==> config.mk <==
export PLATFORM = sky130hd
export DESIGN_NAME = crc32_engine
export DESIGN_NICKNAME = d
export VERILOG_FILES = /design/src/rtl/crc32_engine_pkg.sv /design/src/rtl/crc32_step.sv /design/src/rtl/crc32_engine.sv
export SDC_FILE = /design/constraint.sdc
export NUM_CORES = 1
export LEC_CHECK = 0
export ABC_AREA = 1
export CAP_MARGIN = 30
export CORE_ASPECT_RATIO = 0.8
export CORE_UTILIZATION = 40
export DETAILED_ROUTE_END_ITERATION = 16
export GPL_TIMING_DRIVEN = 0
export PLACE_DENSITY = 0.67
export SLEW_MARGIN = 20
export SYNTH_ARGS = -nofsm -noshare
export SYNTH_HDL_FRONTEND = slang
export SYNTH_SLANG_ARGS = --single-unit
==> constraint.sdc <==
create_clock -name ACLK -period 1.3 [get_ports ACLK]
set_input_delay 0.39 -clock ACLK [delete_from_list [all_inputs] [get_ports ACLK]]
set_output_delay 0.39 -clock ACLK [all_outputs]
set_load 0.01 [all_outputs]
==> src/rtl/crc32_engine_pkg.sv <==
// Shared CRC-32 definitions: polynomial, register map, FSM encoding, response codes
// and the single-bit LFSR step used by the fold logic.
package crc32_engine_pkg;

  localparam logic [31:0] CRC32_POLY  = 32'h04C1_1DB7;

  localparam logic [7:0]  CRC_INITIAL = 8'h00;
  localparam logic [7:0]  CRC_DATA    = 8'h04;
  localparam logic [7:0]  CRC_RESULT  = 8'h08;

  localparam logic [1:0]  RESP_OKAY   = 2'b00;
  localparam logic [1:0]  RESP_SLVERR = 2'b10;

  typedef enum logic [1:0] {
    S_IDLE = 2'd0,
    S_CALC = 2'd1,
    S_DONE = 2'd2
  } crc_state_e;

  // One message bit shifted into a normal-form (MSB-first) CRC-32 register.
  function automatic logic [31:0] crc_bit_step(input logic [31:0] crc,
                                               input logic        d,
                                               input logic [31:0] poly);
    logic fb;
    fb = crc[31] ^ d;
    return {crc[30:0], 1'b0} ^ (fb ? poly : 32'h0000_0000);
  endfunction

endpackage

==> src/rtl/crc32_step.sv <==
// Combinational fold of BITS_PER_CYCLE message bits (MSB first) into a running CRC.
module crc32_step
  import crc32_engine_pkg::*;
#(
  parameter int          DATA_WIDTH     = 32,
  parameter logic [31:0] POLY           = CRC32_POLY,
  parameter int          BITS_PER_CYCLE = 8
) (
  input  logic [DATA_WIDTH-1:0]     crc_in,
  input  logic [BITS_PER_CYCLE-1:0] data_in,
  output logic [DATA_WIDTH-1:0]     crc_out
);

  logic [DATA_WIDTH-1:0] w_acc;

  // Unrolled bit-serial chain; data_in[MSB] is the oldest bit.
  always_comb begin
    w_acc = crc_in;
    for (int i = BITS_PER_CYCLE - 1; i >= 0; i--) begin
      w_acc = crc_bit_step(w_acc, data_in[i], POLY);
    end
    crc_out = w_acc;
  end

endmodule

==> src/rtl/crc32_engine.sv <==
// Multi-cycle CRC-32 core: seeds from crc_initial, folds crc_data words
// BITS_PER_CYCLE bits per clock and publishes crc_result with a done pulse.
module crc32_engine
  import crc32_engine_pkg::*;
#(
  parameter int          DATA_WIDTH     = 32,
  parameter logic [31:0] POLY           = CRC32_POLY,
  parameter int          BITS_PER_CYCLE = 8
) (
  input  logic                  ACLK,
  input  logic                  ARESET,
  input  logic                  init_load,
  input  logic [DATA_WIDTH-1:0] crc_initial,
  input  logic                  start,
  input  logic [DATA_WIDTH-1:0] crc_data,
  output logic                  busy,
  output logic                  done,
  output logic                  overrun,
  output logic [DATA_WIDTH-1:0] crc_result
);

  localparam int STEPS = DATA_WIDTH / BITS_PER_CYCLE;
  localparam int CW    = (STEPS > 1) ? $clog2(STEPS) : 1;
  localparam logic [CW-1:0] COUNT_LOAD = CW'(STEPS - 1);

  crc_state_e            r_state;
  crc_state_e            w_next_state;
  logic [DATA_WIDTH-1:0] r_crc;
  logic [DATA_WIDTH-1:0] r_shift;
  logic [CW-1:0]         r_count;
  logic                  r_busy;
  logic                  r_done;
  logic                  r_overrun;
  logic [DATA_WIDTH-1:0] r_crc_result;
  logic [DATA_WIDTH-1:0] w_step_crc;
  logic [DATA_WIDTH-1:0] w_shift_next;

  crc32_step #(
    .DATA_WIDTH     (DATA_WIDTH),
    .POLY           (POLY),
    .BITS_PER_CYCLE (BITS_PER_CYCLE)
  ) u_step (
    .crc_in  (r_crc),
    .data_in (r_shift[DATA_WIDTH-1 -: BITS_PER_CYCLE]),
    .crc_out (w_step_crc)
  );

  // A full-width fold consumes the whole word in one step, leaving nothing to shift.
  if (BITS_PER_CYCLE < DATA_WIDTH) begin : g_shift
    assign w_shift_next = {r_shift[DATA_WIDTH-BITS_PER_CYCLE-1:0], {BITS_PER_CYCLE{1'b0}}};
  end else begin : g_noshift
    assign w_shift_next = {DATA_WIDTH{1'b0}};
  end

  // FSM state register.
  always_ff @(posedge ACLK) begin
    if (ARESET) begin
      r_state <= S_IDLE;
    end else begin
      r_state <= w_next_state;
    end
  end

  // FSM next-state decode.
  always_comb begin
    w_next_state = r_state;
    case (r_state)
      S_IDLE: begin
        if (start) begin
          w_next_state = S_CALC;
        end else begin
          w_next_state = S_IDLE;
        end
      end
      S_CALC: begin
        if (r_count == {CW{1'b0}}) begin
          w_next_state = S_DONE;
        end else begin
          w_next_state = S_CALC;
        end
      end
      S_DONE:  w_next_state = S_IDLE;
      default: w_next_state = S_IDLE;
    endcase
  end

  // Datapath and registered status; a start/init_load while busy never touches r_crc or r_shift.
  always_ff @(posedge ACLK) begin
    if (ARESET) begin
      r_crc        <= {DATA_WIDTH{1'b0}};
      r_shift      <= {DATA_WIDTH{1'b0}};
      r_count      <= {CW{1'b0}};
      r_busy       <= 1'b0;
      r_done       <= 1'b0;
      r_overrun    <= 1'b0;
      r_crc_result <= {DATA_WIDTH{1'b0}};
    end else begin
      r_busy    <= (w_next_state != S_IDLE);
      r_done    <= (r_state == S_DONE);
      r_overrun <= start && (r_state != S_IDLE);
      case (r_state)
        S_IDLE: begin
          if (init_load) begin
            r_crc <= crc_initial;
          end
          if (start) begin
            r_shift <= crc_data;
            r_count <= COUNT_LOAD;
          end
        end
        S_CALC: begin
          r_crc   <= w_step_crc;
          r_shift <= w_shift_next;
          if (r_count != {CW{1'b0}}) begin
            r_count <= r_count - CW'(1);
          end
        end
        S_DONE: begin
          r_crc_result <= r_crc;
        end
        default: begin
          r_crc <= r_crc;
        end
      endcase
    end
  end

  assign busy       = r_busy;
  assign done       = r_done;
  assign overrun    = r_overrun;
  assign crc_result = r_crc_result;

endmodule

==> impl_metrics.tcl <==
set metrics [dict create \
    number_of_cells_after_detailed_placement 1024 \
    area_growth_syn_to_layout_pct 78.34 \
    fp.dieW_um 131.3 \
    hold_ws_ps 382.5 \
    synth_mux_area_share_pct 0 \
    ioPinCount 103 \
    floorplan.initialDensity_pct 41.30 \
    ys_ff_latch 103 \
    synth-seq-area-share_pct 38.51 \
    routed_wirelength_um 24580 \
    fin_tns_setup_ps -12350 \
    first_global_vias 5735 \
    fraction_of_the_mapped_netlist_area_in_adder_cells_pct 0.2337 \
    groute.layer.met3.usage_pct 7.888 \
    hold_path_class "in -> reg" \
    worst-slew-pin-transition_ps 849.4 \
    timing.final.setup_violations 87 \
    met1_usage_pct 40.14 \
    outcome "complete, but fails checks" \
    insertedDiodeCount 0 \
    finish.instance_area_um2 9548 \
    post_route_cells_drive_above_1_share_pct 51.31 \
    detail_route.iter0.violations 697 \
    post_synth_num_cell_types 37 \
    timing.critical_path.arrival_ps 1970 \
    final_cell_mix "sky130_fd_sc_hd__nand2_1, sky130_fd_sc_hd__nor2_1, sky130_fd_sc_hd__clkdlybuf4s50_1" \
    ys.warnings.count 0 \
    top_usage_layer "met2" \
    worstSetupPathType "reg -> reg" \
    synth_compound_gate_area_share_pct 20.24 \
    final_critical_path_share_of_the_clock_period_pct 135.0 \
    max_clock_freq_ghz 0.5696 \
    tritoncts "yes" \
    finalClockSkew_ps 13.54 \
    timing.slew.headroom_pct 43.37 \
    final_period_minus_worst_setup_slack_ps 1755 \
    clockBufferDepth 2 \
    clkSinkCount 103 \
    p_leak_nw 3.921 \
    clk_latency_ps 370 \
    cts.root.buffer_cell "sky130_fd_sc_hd__clkbuf_16" \
    route.detailed.drc 0 \
    crit_path_top_delay_cell "sky130_fd_sc_hd__dfxtp_4" \
    crit_path_max_fanout 7 \
    crit_buf_inv 0 \
    cap_violations 0 \
    worst_setup_hold_path_clk_slew_ps 80 \
    synth_top_family_by_area "simple AND/OR/NAND/NOR gates" \
    grt_usage_pct 29.70 \
    critical-path-max-stage-delay_ps 390 \
    post_drt_wl_per_cell_um 21.83 \
    postSynthAreaPerCell_um2 7.158 \
    cp_top_family "simple AND/OR/NAND/NOR gates" \
    cts_htree_levels 3 \
    layout.nets 1015 \
    critPathLaunchType "flip-flop" \
    drt_first_pass_iters 10 \
    core_region_area_um2 12960 \
    gp_routability_congestion 0.9232 \
    synth_xor_area_share_pct 6.310 \
    grt_setup_unrepaired "true" \
    synth-simple-area-share_pct 24.91 \
    rows 37 \
    layout.cells.most_common "sky130_fd_sc_hd__nand2_1" \
    report.final.hold_viol_count 0 \
    post_synth_instance_area_um2 5354 \
    worstPathRequired_ps 1520 \
    numCtsBuffers 9 \
    stdcell_count 1126 \
    overall_die_area_um2 13850 \
    critical_path.cell_chain "xnor2_4, nand2_8, nand2_8, nand2_2, nand2_2, nand3_1, nand2_1, a21o_1, a21oi_1" \
    dieHeight_um 105.5 \
    detail_route.vias_per_cell 5.807 \
    post_synth_inst_count 748 \
    detail-route-antenna-nets 0 \
    power_density_nw_per_um2 1404 \
    violations "setup timing" \
    vias 6539 \
    grt_pass1_wl_um 31580 \
    net_count_synth 817 \
    final-max-slew-violation-count 0 \
    placement.io_buffers 101 \
    grt.met2_usage_pct 46.09 \
    antenna_found_initial 0 \
    worstSetupEndpointType "flip-flop" \
    vdd.ir_drop.worst_mv 0.8610 \
    placedInstanceArea_um2 6658 \
    largest_net_degree_at_the_start_of_global_routing 18 \
    dp_hpwl_um 12930 \
    setup_ws_ps -455.5 \
    global_route_congestion_overflow_total 0 \
]
## path summary, 6_finish.rpt
| path | slack [ps] | to | cells after the start | startpoint |
|---|---|---|---|---|
| max | -460 | r_crc[9] | 9 | r_shift[25] |
| min | 380 | r_count[0] | 4 | ARESET |
| max reg2reg | -460 | r_crc[9] | 9 | r_shift[25] |
| min reg2reg | 470 | r_crc[5] | 2 | r_crc[5] |
## repair_timing
| item | in CTS | in global routing |
|---|---|---|
| cloned | 6 | 6 |
| resized for setup | 376 | 276 |
| endpoints found under the setup margin | 135 | 125 |
| hold buffers | 0 | 0 |
| setup buffers | 53 | 25 |
| pin swaps | 80 | 90 |
## report_power, final
part           leakage [nW]  total [W]  switching, W  internal (W)
Clock                 0.157    0.00303       0.00133       0.00171
Sequential            0.869    0.00381      0.000326       0.00349
Combinational          2.89    0.00656       0.00375       0.00281
## per-layer routing
| layer | share of wire (%) | up-vias | routed length [µm] |
|---|---|---|---|
| li1 | - | 2837 | - |
| met1 | 40 | 3127 | 9753 |
| met2 | 45 | 459 | 11030 |
| met3 | 11 | 116 | 2689 |
| met5 | 0 | - | 0 |
| met4 | 4.5 | 0 | 1106 |
## area by class of cell
type / instances / area (µm²)
clock buffer: 10 / 229.0
fill: 861 / 3415
inverter: 75 / 336.6
buffer: 39 / 464.2
clock inverter: 6 / 91.34
tap: 175 / 219.0
multi-input combinational: 530 / 4212
sequential: 103 / 2150
timing repair buffer: 188 / 1847
## sequential cells by signal, indices dropped and copies added (netlist names)
register and count:
busy 1, crc_result 32, done 1, overrun 1, r_count 2, r_crc 32
r_shift 32, r_state 2
## synthesized netlist by cell type, drive strengths merged
cell type,instances,area (µm²)
nor2,87,362.8
buf,19,126.4
o311ai,1,8.760
nand2,184,783.3
dlygate4sd1,1,8.760
nand3,34,170.2
o21ai,64,320.3
o221ai,2,17.52
a31oi,3,18.77
inv,75,284.0
clkbuf,20,105.1
nor3,2,10.01
a211oi,44,330.3
xnor2,8,103.9
xor2,25,234.0
o211ai,6,45.04
ha,1,12.51
a21oi,67,335.3
nand3b,1,7.510
a21o,1,7.510
dfxtp,103,2062
## cell families after synthesis
logic type / after synthesis
fa+ha+maj: 1
buf+inv: 115
compound gates: 188
xor+xnor: 33
flops: 103
simple gates: 308
## tightest hold or removal path: stages
cell and delay, ps:
sky130_fd_sc_hd__clkbuf_8 160, sky130_fd_sc_hd__a31oi_1 50, sky130_fd_sc_hd__o21ai_0 80, sky130_fd_sc_hd__inv_1 40
## per-stage QoR
stage	worst slack [ps]	total power [W]	util, %
floorplan	-53.91	0.006139	-
global placement	-777.0	0.007188	51.36
detailed placement	-790.9	0.007201	51.36
CTS	-223.6	0.01168	65.65
global route	-572.9	0.01380	73.66
finish	-455.5	0.01340	73.66
(Power assumes the default switching activity.)
==> patch: new RTL, same flow settings <==
Remove the register `r_overrun`: a continuous assignment takes its place, so the output `overrun` follows one clock earlier.
--- a/src/rtl/crc32_engine.sv
+++ b/src/rtl/crc32_engine.sv
@@ -93,10 +93,8 @@
       r_busy       <= 1'b0;
       r_done       <= 1'b0;
-      r_overrun    <= 1'b0;
       r_crc_result <= {DATA_WIDTH{1'b0}};
     end else begin
       r_busy    <= (w_next_state != S_IDLE);
       r_done    <= (r_state == S_DONE);
-      r_overrun <= start && (r_state != S_IDLE);
       case (r_state)
         S_IDLE: begin
@@ -126,4 +124,6 @@
   end
 
+  assign r_overrun = start && (r_state != S_IDLE);
+
   assign busy       = r_busy;
   assign done       = r_done;
Behaviour: not the same (Yosys sat finds a counterexample within 4 cycles, from zero or initial values and one cycle with ARESET high).
==> patch against the original RTL <==
- the flow still finishes with violations (setup timing)
- routed wire length is 19% lower
- synthesized area is 0.47% lower
- design area down 9.5%
- worst setup slack better by 0.13 ns
- power down 11%
- sequential cell count fell by 1
- sequential power is 2% lower
- core utilization shrank 6.8 points
- synthesized cell count is 1.7% lower
- critical endpoint is now r_crc[24]
- highest routed layer unchanged
==> patch: results (changes against the original RTL) <==
- First-pass GRT wire length: 28.1 mm (was 31.6 mm)
- PnR worst setup slack: -0.321 ns (was -0.455 ns)
- Reg2reg start: r_crc[31] (was r_shift[25])
- Hold depth: 2 (was 4)
- NonClk Buf Share: 0.222 (was 0.242)
- Slew headroom: 0.468 (was 0.434)
- Hold EP: r_shift[6] (was r_count[0])
- Non-Clock Inverter Count: 78 (was 75)
- Cell Area, Placed: 0.00666 mm2 (about the same)
- WHS: 0.461 ns (was 0.383 ns)
- Post-synthesis net count: 804 (was 817)
- Layout cells sized above 1: 0.422 (was 0.513)
- Final net count: 985 (was 1015)
- Yosys reg bits: 102 (was 103)
- Overall routed net length: 19.8 mm (was 24.6 mm)
- Critical Path AT: 1.90 ns (was 1.97 ns)
- Sequential share of cell area: 0.243 (was 0.225)
- Final setup violation count: 64 (was 87)
- Setup TNS: -9.13 ns (was -12.35 ns)
- Layout clock area frac: 0.0329 (was 0.0335)
- Run status: finished with violations (unchanged)
- Leakage: 3.68 nW (was 3.92 nW)
- Filler instances: 974 (was 861)
- Via count: 5811 (was 6539)
- Failing checks: setup timing (unchanged)
## patch: cell types whose count changed after synthesis, sizes merged, moves of 2 or more
cell   delta
a21oi     -9
o21ai     -2
nand3     -9
nand2     +2
nor2      -2
xnor2     -6
inv       +3
xor2      +9
## patch: repair_timing
action	in CTS	in global routing
pin swaps	55	69
buffers inserted	39	26
gates cloned	4	3
resized for setup	299	186
endpoints found under the setup margin	135	117
## patch: through the flow
| stage | total power, mW | utilization | cells | setup slack [ns] |
|---|---|---|---|---|
| 2_1_floorplan | 6.08 | - | 735 | -0.0364 |
| 3_3_place_gp | 7.10 | 0.515 | 1011 | -0.777 |
| 3_5_place_dp | 7.12 | 0.515 | 1011 | -0.758 |
| 4_1_cts | 10.9 | 0.620 | 1070 | -0.219 |
| 5_1_grt | 12.4 | 0.669 | 1096 | -0.363 |
| 6_report | 12.0 | 0.669 | 1096 | -0.321 |
## patch: tightest hold or removal path, stage by stage, from the launching register on
cell and delay (ns):
dfxtp_1 0.31, nand2_1 0.06, a21oi_1 0.05
## patch: kinds of logic (layout without fill, tap and decap cells)
logic type	count (synthesis)	count (layout)	synth area share
AND/OR/NAND/NOR	301	303	0.243
AO/OA/AOI/OAI	178	178	0.214
buffers and inverters	117	301	0.0913
flip-flops	102	102	0.383
XOR/XNOR	36	36	0.0669
adder cells (fa/ha/maj)	1	1	0.00235
## patch: routing by layer
metal | vias up | routed length, um | track usage
li1 | 2733 | - | -
met1 | 2792 | 8900 | 0.397
met2 | 247 | 8950 | 0.407
met3 | 39 | 1510 | 0.0579
met4 | 0 | 491 | 0.0788
met5 | - | 0 | 0
## patch: where the power goes
group	internal, mW	switching, mW	total (mW)
Combinational	2.40	3.11	5.51
Sequential	3.46	0.293	3.75
Clock	1.49	1.21	2.70
Total	7.35	4.62	12.0
